`config.mk`:
```
export PLATFORM = sky130hd
export DESIGN_NAME = ppu_scroll_flat
export DESIGN_NICKNAME = d
export VERILOG_FILES = /design/src/rtl/ppu_scroll_if.sv /design/src/rtl/ppu_scroll.sv /design/src/flat_wrapper.sv
export SDC_FILE = /design/constraint.sdc
export NUM_CORES = 1
export LEC_CHECK = 0
export ABC_AREA = 1
export CAP_MARGIN = 25
export CORE_UTILIZATION = 55
export DETAILED_ROUTE_END_ITERATION = 7
export PLACE_DENSITY = 0.84
export REMOVE_ABC_BUFFERS = 1
export SYNTH_ARGS = -nofsm -noshare
export SYNTH_HDL_FRONTEND = slang
export SYNTH_SLANG_ARGS = --single-unit
export TNS_END_PERCENT = 30
```
`constraint.sdc`:
```
create_clock -name clk -period 7.1 [get_ports clk]
set_input_delay 1.42 -clock clk [delete_from_list [all_inputs] [get_ports clk]]
set_output_delay 1.42 -clock clk [all_outputs]
set_load 0.05 [all_outputs]
```
`src/rtl/ppu_scroll_if.sv`:
```
// Renderer/CPU-side bundle for the loopy scroll block: strobes, register access, VRAM address and attribute.
interface ppu_scroll_if;
  logic        rend;
  logic        inc_cx;
  logic        inc_y;
  logic        return00;
  logic        fetch_attr;
  logic        fetch_chr;
  logic [12:0] pattern_idx;
  logic        reg_wr;
  logic        reg_rd;
  logic [2:0]  reg_sel;
  logic [7:0]  reg_din;
  logic [7:0]  vram_din;
  logic [13:0] vram_addr;
  logic [2:0]  fine_x;
  logic [1:0]  attr_o;

  modport master (
    output rend, inc_cx, inc_y, return00, fetch_attr, fetch_chr, pattern_idx,
           reg_wr, reg_rd, reg_sel, reg_din, vram_din,
    input  vram_addr, fine_x, attr_o
  );

  modport slave (
    input  rend, inc_cx, inc_y, return00, fetch_attr, fetch_chr, pattern_idx,
           reg_wr, reg_rd, reg_sel, reg_din, vram_din,
    output vram_addr, fine_x, attr_o
  );
endinterface

```
`src/rtl/ppu_scroll.sv`:
```
// PPU loopy scroll state (v, t, x, w) with CPU register side effects and renderer increment/copy strobes.
// State updates land on the edge after the strobe; address mux and attribute select are combinational.
module ppu_scroll (
  input  logic        clk,
  input  logic        rst,
  ppu_scroll_if.slave bus
);
  logic [14:0] v, t, v_nxt, t_nxt;
  logic [2:0]  x, x_nxt;
  logic        w, w_nxt, inc32, inc32_nxt;
  logic [1:0]  quad;
  logic        data_inc, load_v;
  logic [13:0] addr;
  logic [1:0]  attr;

  function automatic logic [14:0] cx_inc(input logic [14:0] a);
    logic [14:0] r;
    r = a;
    if (a[4:0] == 5'd31) begin
      r[4:0] = 5'd0;
      r[10]  = ~a[10];
    end else begin
      r[4:0] = a[4:0] + 5'd1;
    end
    return r;
  endfunction

  function automatic logic [14:0] y_inc(input logic [14:0] a);
    logic [14:0] r;
    r = a;
    if (a[14:12] != 3'd7) begin
      r[14:12] = a[14:12] + 3'd1;
    end else begin
      r[14:12] = 3'd0;
      if (a[9:5] == 5'd29) begin
        r[9:5] = 5'd0;
        r[11]  = ~a[11];
      end else if (a[9:5] == 5'd31) begin
        r[9:5] = 5'd0;
      end else begin
        r[9:5] = a[9:5] + 5'd1;
      end
    end
    return r;
  endfunction

  always_comb begin
    t_nxt     = t;
    x_nxt     = x;
    w_nxt     = w;
    inc32_nxt = inc32;
    data_inc  = 1'b0;
    load_v    = 1'b0;
    if (bus.reg_wr) begin
      case (bus.reg_sel)
        3'd0: begin
          t_nxt[11:10] = bus.reg_din[1:0];
          inc32_nxt    = bus.reg_din[2];
        end
        3'd5: begin
          if (!w) begin
            t_nxt[4:0] = bus.reg_din[7:3];
            x_nxt      = bus.reg_din[2:0];
            w_nxt      = 1'b1;
          end else begin
            t_nxt[14:12] = bus.reg_din[2:0];
            t_nxt[9:5]   = bus.reg_din[7:3];
            w_nxt        = 1'b0;
          end
        end
        3'd6: begin
          if (!w) begin
            t_nxt[13:8] = bus.reg_din[5:0];
            t_nxt[14]   = 1'b0;
            w_nxt       = 1'b1;
          end else begin
            t_nxt[7:0] = bus.reg_din;
            load_v     = 1'b1;
            w_nxt      = 1'b0;
          end
        end
        3'd7:    data_inc = 1'b1;
        default: ;
      endcase
    end else if (bus.reg_rd) begin
      if (bus.reg_sel == 3'd2) w_nxt = 1'b0;
      if (bus.reg_sel == 3'd7) data_inc = 1'b1;
    end
  end

  // Later steps overwrite earlier ones, so the order below encodes priority (lowest first).
  // While rendering, a PPUDATA access glitches into both a coarse-X and a Y increment.
  always_comb begin
    v_nxt = v;
    if (load_v) begin
      v_nxt = t_nxt;
    end else begin
      if (data_inc && !bus.rend)
        v_nxt = v + (inc32 ? 15'd32 : 15'd1);
      if (bus.rend) begin
        if (bus.inc_cx || data_inc) v_nxt = cx_inc(v_nxt);
        if (bus.inc_y || data_inc)  v_nxt = y_inc(v_nxt);
        if (bus.inc_y) begin
          v_nxt[4:0] = t_nxt[4:0];
          v_nxt[10]  = t_nxt[10];
        end
        if (bus.return00) begin
          v_nxt[14:11] = t_nxt[14:11];
          v_nxt[9:5]   = t_nxt[9:5];
        end
      end
    end
  end

  always_ff @(posedge clk) begin
    if (rst) begin
      v     <= 15'd0;
      t     <= 15'd0;
      x     <= 3'd0;
      w     <= 1'b0;
      inc32 <= 1'b0;
      quad  <= 2'd0;
    end else begin
      v     <= v_nxt;
      t     <= t_nxt;
      x     <= x_nxt;
      w     <= w_nxt;
      inc32 <= inc32_nxt;
      if (bus.fetch_attr) quad <= {v[6], v[1]};
    end
  end

  always_comb begin
    if (bus.fetch_chr)
      addr = {1'b0, bus.pattern_idx};
    else if (bus.fetch_attr)
      addr = {2'b10, v[11:10], 4'b1111, v[9:7], v[4:2]};
    else if (bus.rend)
      addr = {2'b10, v[11:0]};
    else
      addr = v[13:0];
  end

  always_comb begin
    case (quad)
      2'd0:    attr = bus.vram_din[1:0];
      2'd1:    attr = bus.vram_din[3:2];
      2'd2:    attr = bus.vram_din[5:4];
      default: attr = bus.vram_din[7:6];
    endcase
  end

  assign bus.vram_addr = addr;
  assign bus.fine_x    = x;
  assign bus.attr_o    = attr;
endmodule

```
`src/flat_wrapper.sv`:
```
// flat-port wrapper written by rule: the top's interface ports become plain ports
module ppu_scroll_flat 
  (clk, rst, bus_rend, bus_inc_cx, bus_inc_y, bus_return00, bus_fetch_attr, bus_fetch_chr, bus_pattern_idx, bus_reg_wr, bus_reg_rd, bus_reg_sel, bus_reg_din, bus_vram_din, bus_vram_addr, bus_fine_x, bus_attr_o);
  ppu_scroll_if bus_i ();
  input  logic clk;
  input  logic rst;
  input wire logic [$bits(bus_i.rend)-1:0] bus_rend;
  input wire logic [$bits(bus_i.inc_cx)-1:0] bus_inc_cx;
  input wire logic [$bits(bus_i.inc_y)-1:0] bus_inc_y;
  input wire logic [$bits(bus_i.return00)-1:0] bus_return00;
  input wire logic [$bits(bus_i.fetch_attr)-1:0] bus_fetch_attr;
  input wire logic [$bits(bus_i.fetch_chr)-1:0] bus_fetch_chr;
  input wire logic [$bits(bus_i.pattern_idx)-1:0] bus_pattern_idx;
  input wire logic [$bits(bus_i.reg_wr)-1:0] bus_reg_wr;
  input wire logic [$bits(bus_i.reg_rd)-1:0] bus_reg_rd;
  input wire logic [$bits(bus_i.reg_sel)-1:0] bus_reg_sel;
  input wire logic [$bits(bus_i.reg_din)-1:0] bus_reg_din;
  input wire logic [$bits(bus_i.vram_din)-1:0] bus_vram_din;
  output wire logic [$bits(bus_i.vram_addr)-1:0] bus_vram_addr;
  output wire logic [$bits(bus_i.fine_x)-1:0] bus_fine_x;
  output wire logic [$bits(bus_i.attr_o)-1:0] bus_attr_o;
  assign bus_i.rend = bus_rend;
  assign bus_i.inc_cx = bus_inc_cx;
  assign bus_i.inc_y = bus_inc_y;
  assign bus_i.return00 = bus_return00;
  assign bus_i.fetch_attr = bus_fetch_attr;
  assign bus_i.fetch_chr = bus_fetch_chr;
  assign bus_i.pattern_idx = bus_pattern_idx;
  assign bus_i.reg_wr = bus_reg_wr;
  assign bus_i.reg_rd = bus_reg_rd;
  assign bus_i.reg_sel = bus_reg_sel;
  assign bus_i.reg_din = bus_reg_din;
  assign bus_i.vram_din = bus_vram_din;
  assign bus_vram_addr = bus_i.vram_addr;
  assign bus_fine_x = bus_i.fine_x;
  assign bus_attr_o = bus_i.attr_o;
  ppu_scroll u_core (.clk(clk), .rst(rst), .bus(bus_i));
endmodule
```
# == Word level (Yosys, flattened, before mapping) ==
# Index checks and enable logic that the tools add are counted.
# word_totals
reg_bits,37
input_bits,42
output_inout_bits,19
wordCells,81
# classes
add_sub_neg,4
eq_ne,11
muxes,45
bitwise_logic,3
reduce_logical,12
# ops
cell,n
$mux W15,8
$mux W14,3
$mux W5,8
$pmux W10 S2,1
$add A15 B15 Y15,1
$eq A5 B5 Y1 const B,3
$mux W1,15
$mux W11,1
$add A5 B1 Y5 const B,2
$eq A3 B3 Y1 const B,3
$mux W8,1
$mux W7,1
$mux W3,2
$mux W6,1
$pmux W2 S3,1
$pmux W3 S2,1
$reduce_and A3 Y1,2
$mux W4,1
$pmux W2 S2,1
$reduce_bool A2 Y1,2
$add A3 B1 Y3 const B,1
$eq A3 B2 Y1 const B,1
$logic_not A3 Y1,1
$ne A3 B3 Y1 const B,1
10 further kinds,13

# == Depth between registers and ports, before layout ==
# logic_depth
word_depth,20
ltp_mapped,22
depth_no_buf,22

# == Least setup slack after synthesis ==
# Ideal clock, no wire load.
# synth_timing
path_kind,input to output
start,input bus_fetch_chr
end,output bus_vram_addr[10]
arrival_ps,2715
required_ps,5680
setup_slack_ps,2965
stages,2
path_buffers,1
cell_sequence,clkbuf_1 o21ai_0
# synth_via
elab_chain_len,1
# synth_lines
element,line_no,text
start: declaration,flat_wrapper.sv:12,input wire logic [$bits(bus_i.fetch_chr)-1:0] bus_fetch_chr;
$mux W14,ppu_scroll.sv:134,if (bus.fetch_chr)
end: declaration,flat_wrapper.sv:19,output wire logic [$bits(bus_i.vram_addr)-1:0] bus_vram_addr;
# Every way passes these cells.

# == Final worst setup path ==
# layout_timing
start,input bus_fetch_chr
end,output bus_vram_addr[9]
# The elaborated chain is that of the path after synthesis.

==> results.yml <==
clock_network:
  cts.sinks: 37
  cts.clk_slew.worst_paths_ns: 0.08
  worst_skew_pair.late_latency_ns: 0.29
  cts_made_buffers: 5
  cts-root-buf: "clkbuf_8"
  cts_tree: "yes"
  clk_path_buf_depth: 2
  cts-resized-gates: 0
  hold_buffers: 0
  htreeDepth: 2
  post-cts-setup-buffer-count: 0
sta:
  slew_viol_final: 0
  finalClockSkew_ns: 0.00328
  max_slew_margin: 0.462
  setup-tns-final_ns: 0
  worstMarginPinSlew_ns: 0.804
  rsz0062_at_grt: "no"
  layout_setup_ws_ns: 2.21
  hold_viol_final: 0
  fmax_ghz: 0.205
  fin_crit_ns: 4.89
  min_period_over_period: 0.688
  setup_violations: 0
critical_path:
  cpMaxStageDelayCell: "clkdlybuf4s50_1"
  slowest_delay_ns: 0.82
  reg2reg_to: "u_core.v[6]"
  reg2reg_slack_ns: 3.97
  cp-end-kind: "output port"
  cp-start-kind: "primary input"
  worst-path-buf-inv: 3
  arrival_ns: 3.47
  crit_required_ns: 5.68
  path_class: "primary input to output port"
  regToRegStartpoint: "u_core.v[0]"
  r2r.worst_path.cells: 19
  crit_family: "buffers and inverters"
  path_max_fanout: 14
  cp_cell_sequence: "clkdlybuf4s50_1 -> inv_1 -> nor2_1 -> a21oi_1 -> clkdlybuf4s50_1"
  cp_common_cell: "clkdlybuf4s50_1"
pwr:
  power_density_nw_per_um2: 145
  p_leak_nw: 1.68
  ir_drop_mv: 0.0942
final_layout:
  antenna_cells: 0
  final_util: 0.697
  syn2layout_area_growth_pct: 21.3
  final_nets: 617
  drive_gt1_frac: 0.0776
  layout_commonest_cell: "nand2_1"
  final_cell_mix: "nand2_1 (102), inv_1 (75), nor2_1 (71)"
  nFillCells: 504
floorplanning:
  io_pins: 61
  start_util: 0.575
  die_area_um2: 6130
  die_w_um: 78.3
  core_um2: 5570
  die_h_um: 78.3
  num_rows: 27
logic_synthesis:
  synth_edf_count: 0
  synth_warnings: 0
  syn_avg_cell_area_um2: 6.20
  synth.distinct_cells: 43
  yosysSeqAreaShare: 0.231
  synth_area_um2: 3200
  synth_seq_cells: 37
  netlist_instances: 517
  synthFlopType: "dfxtp_1"
  async_flop_share: 0
placed_design:
  routabilityCongestion: 0.958
  port_buffers: 60
  hpwl_um: 7290
  pre_cts_slack_ns: 2.22
drt:
  wl_um: 9340
  drtPass1Iterations: 5
  ant_nets: 0
  drtIter0Drc: 354
  vias: 3604
  wl_per_cell_um: 14.6
  via_per_inst: 5.64
  drc_errors: 0
min_path:
  hp-class: "flop to flop"
  min_to: "u_core.bus.fine_x[2]"
  min_delay_path_depth: 2
  hp-start: "u_core.bus.fine_x[2]"
status:
  status: "completed"
global_routing:
  grt_pass1_vias: 3256
  grt_overflow: 0
  antenna_found_initial: 0
  grt_pass1_wl_um: 15300
  grt_max_degree: 24
  track_usage: 0.311
job:
  drv_cap: 0
-- worst max path at each step --
stage | start | endpoint | slack (ns) | cells past startpoint
after floorplan | bus_fetch_chr | bus_vram_addr[10] | 3.16 | 1
after global placement | bus_fetch_chr | bus_vram_addr[4] | 2.24 | 5
after detailed placement | bus_fetch_chr | bus_vram_addr[9] | 2.22 | 5
after CTS | bus_fetch_chr | bus_vram_addr[9] | 2.21 | 5
after global routing | bus_fetch_chr | bus_vram_addr[9] | 2.06 | 5
final | bus_fetch_chr | bus_vram_addr[9] | 2.21 | 5
-- through the flow --
stage	cells	cell area (um^2)	hold WS (ns)	total power, mW
final	639	3880	0.488	0.562
after global routing	639	3880	0.538	0.591
after CTS	639	3880	0.493	0.559
after detailed placement	631	3790	0.474	0.406
after global placement	631	3790	0.463	0.404
after floorplan	499	3100	0.454	0.336
-- area by class of cell --
cell class	count	area, um^2	area share
sequential	37	741	0.191
clock inverter	3	21.3	0.00548
tap	72	90.1	0.0232
timing repair buffer	60	601	0.155
inverter	78	293	0.0754
clock buffer	5	68.8	0.0177
multi-input combinational	384	2070	0.533
-- state kept, by name, summed over array words and instances, names as in the netlist --
signal	count
u_core.t	15
u_core.v	15
u_core.bus.fine_x	3
u_core.quad	2
u_core.inc32	1
u_core.w	1
-- cells in the mapped netlist, types with 2 or more instances --
master,count,area share
nand2_1,102,0.12
inv_1,75,0.088
nor2_1,71,0.083
a21oi_1,54,0.084
dfxtp_1,37,0.23
o21ai_0,29,0.045
nand3_1,23,0.036
clkbuf_1,10,0.012
ha_1,9,0.035
nand4_1,9,0.018
xor2_1,9,0.025
o22ai_1,8,0.016
a22oi_1,6,0.014
nand2_4,6,0.021
o211ai_1,6,0.014
nand2_2,5,0.0098
nor2_4,5,0.018
nor3_1,5,0.0078
buf_2,4,0.0063
nand3_2,4,0.013
o21ai_1,4,0.0063
a21oi_2,3,0.0082
buf_6,3,0.011
inv_2,3,0.0035
or2_2,3,0.0059
a211oi_1,2,0.0047
a32oi_1,2,0.0055
nor2_2,2,0.0039
nor3_4,2,0.010
o21a_1,2,0.0047
o221ai_1,2,0.0055
-- layer usage --
layer | vias to the layer above | part of all wire | GRT usage
li1 | 1797 | - | -
met1 | 1632 | 0.47 | 0.431
met2 | 166 | 0.45 | 0.503
met3 | 9 | 0.068 | 0.0547
met4 | 0 | 0.0098 | 0.0630
met5 | - | 0 | 0
-- power by group --
group          switching [mW]  internal, mW  total [mW]
sequential             0.0120         0.217       0.229
clock                  0.0875        0.0698       0.157
combinational           0.109        0.0667       0.176
total                   0.208         0.353       0.562
-- worst reg2reg max path: cells and delay by family, from the launching register on --
| kind | cells | cell delay, ns |
|---|---|---|
| AOI/OAI and AO/OA | 3 | 0.35 |
| xor gates and xnor gates | 1 | 0.23 |
| adders and majority gates | 4 | 0.78 |
| buffers and inverters | 5 | 0.61 |
| DFF | 1 | 0.39 |
| and+or+nand+nor | 6 | 0.61 |
-- kinds of logic after synthesis --
family / count (synthesis) / synth area share
fa+ha+maj: 9 / 0.0352
compound gates: 124 / 0.226
buf+inv: 96 / 0.122
simple gates: 241 / 0.358
xor+xnor: 10 / 0.0273
flops: 37 / 0.231
Power figures use the tool's default switching activity.
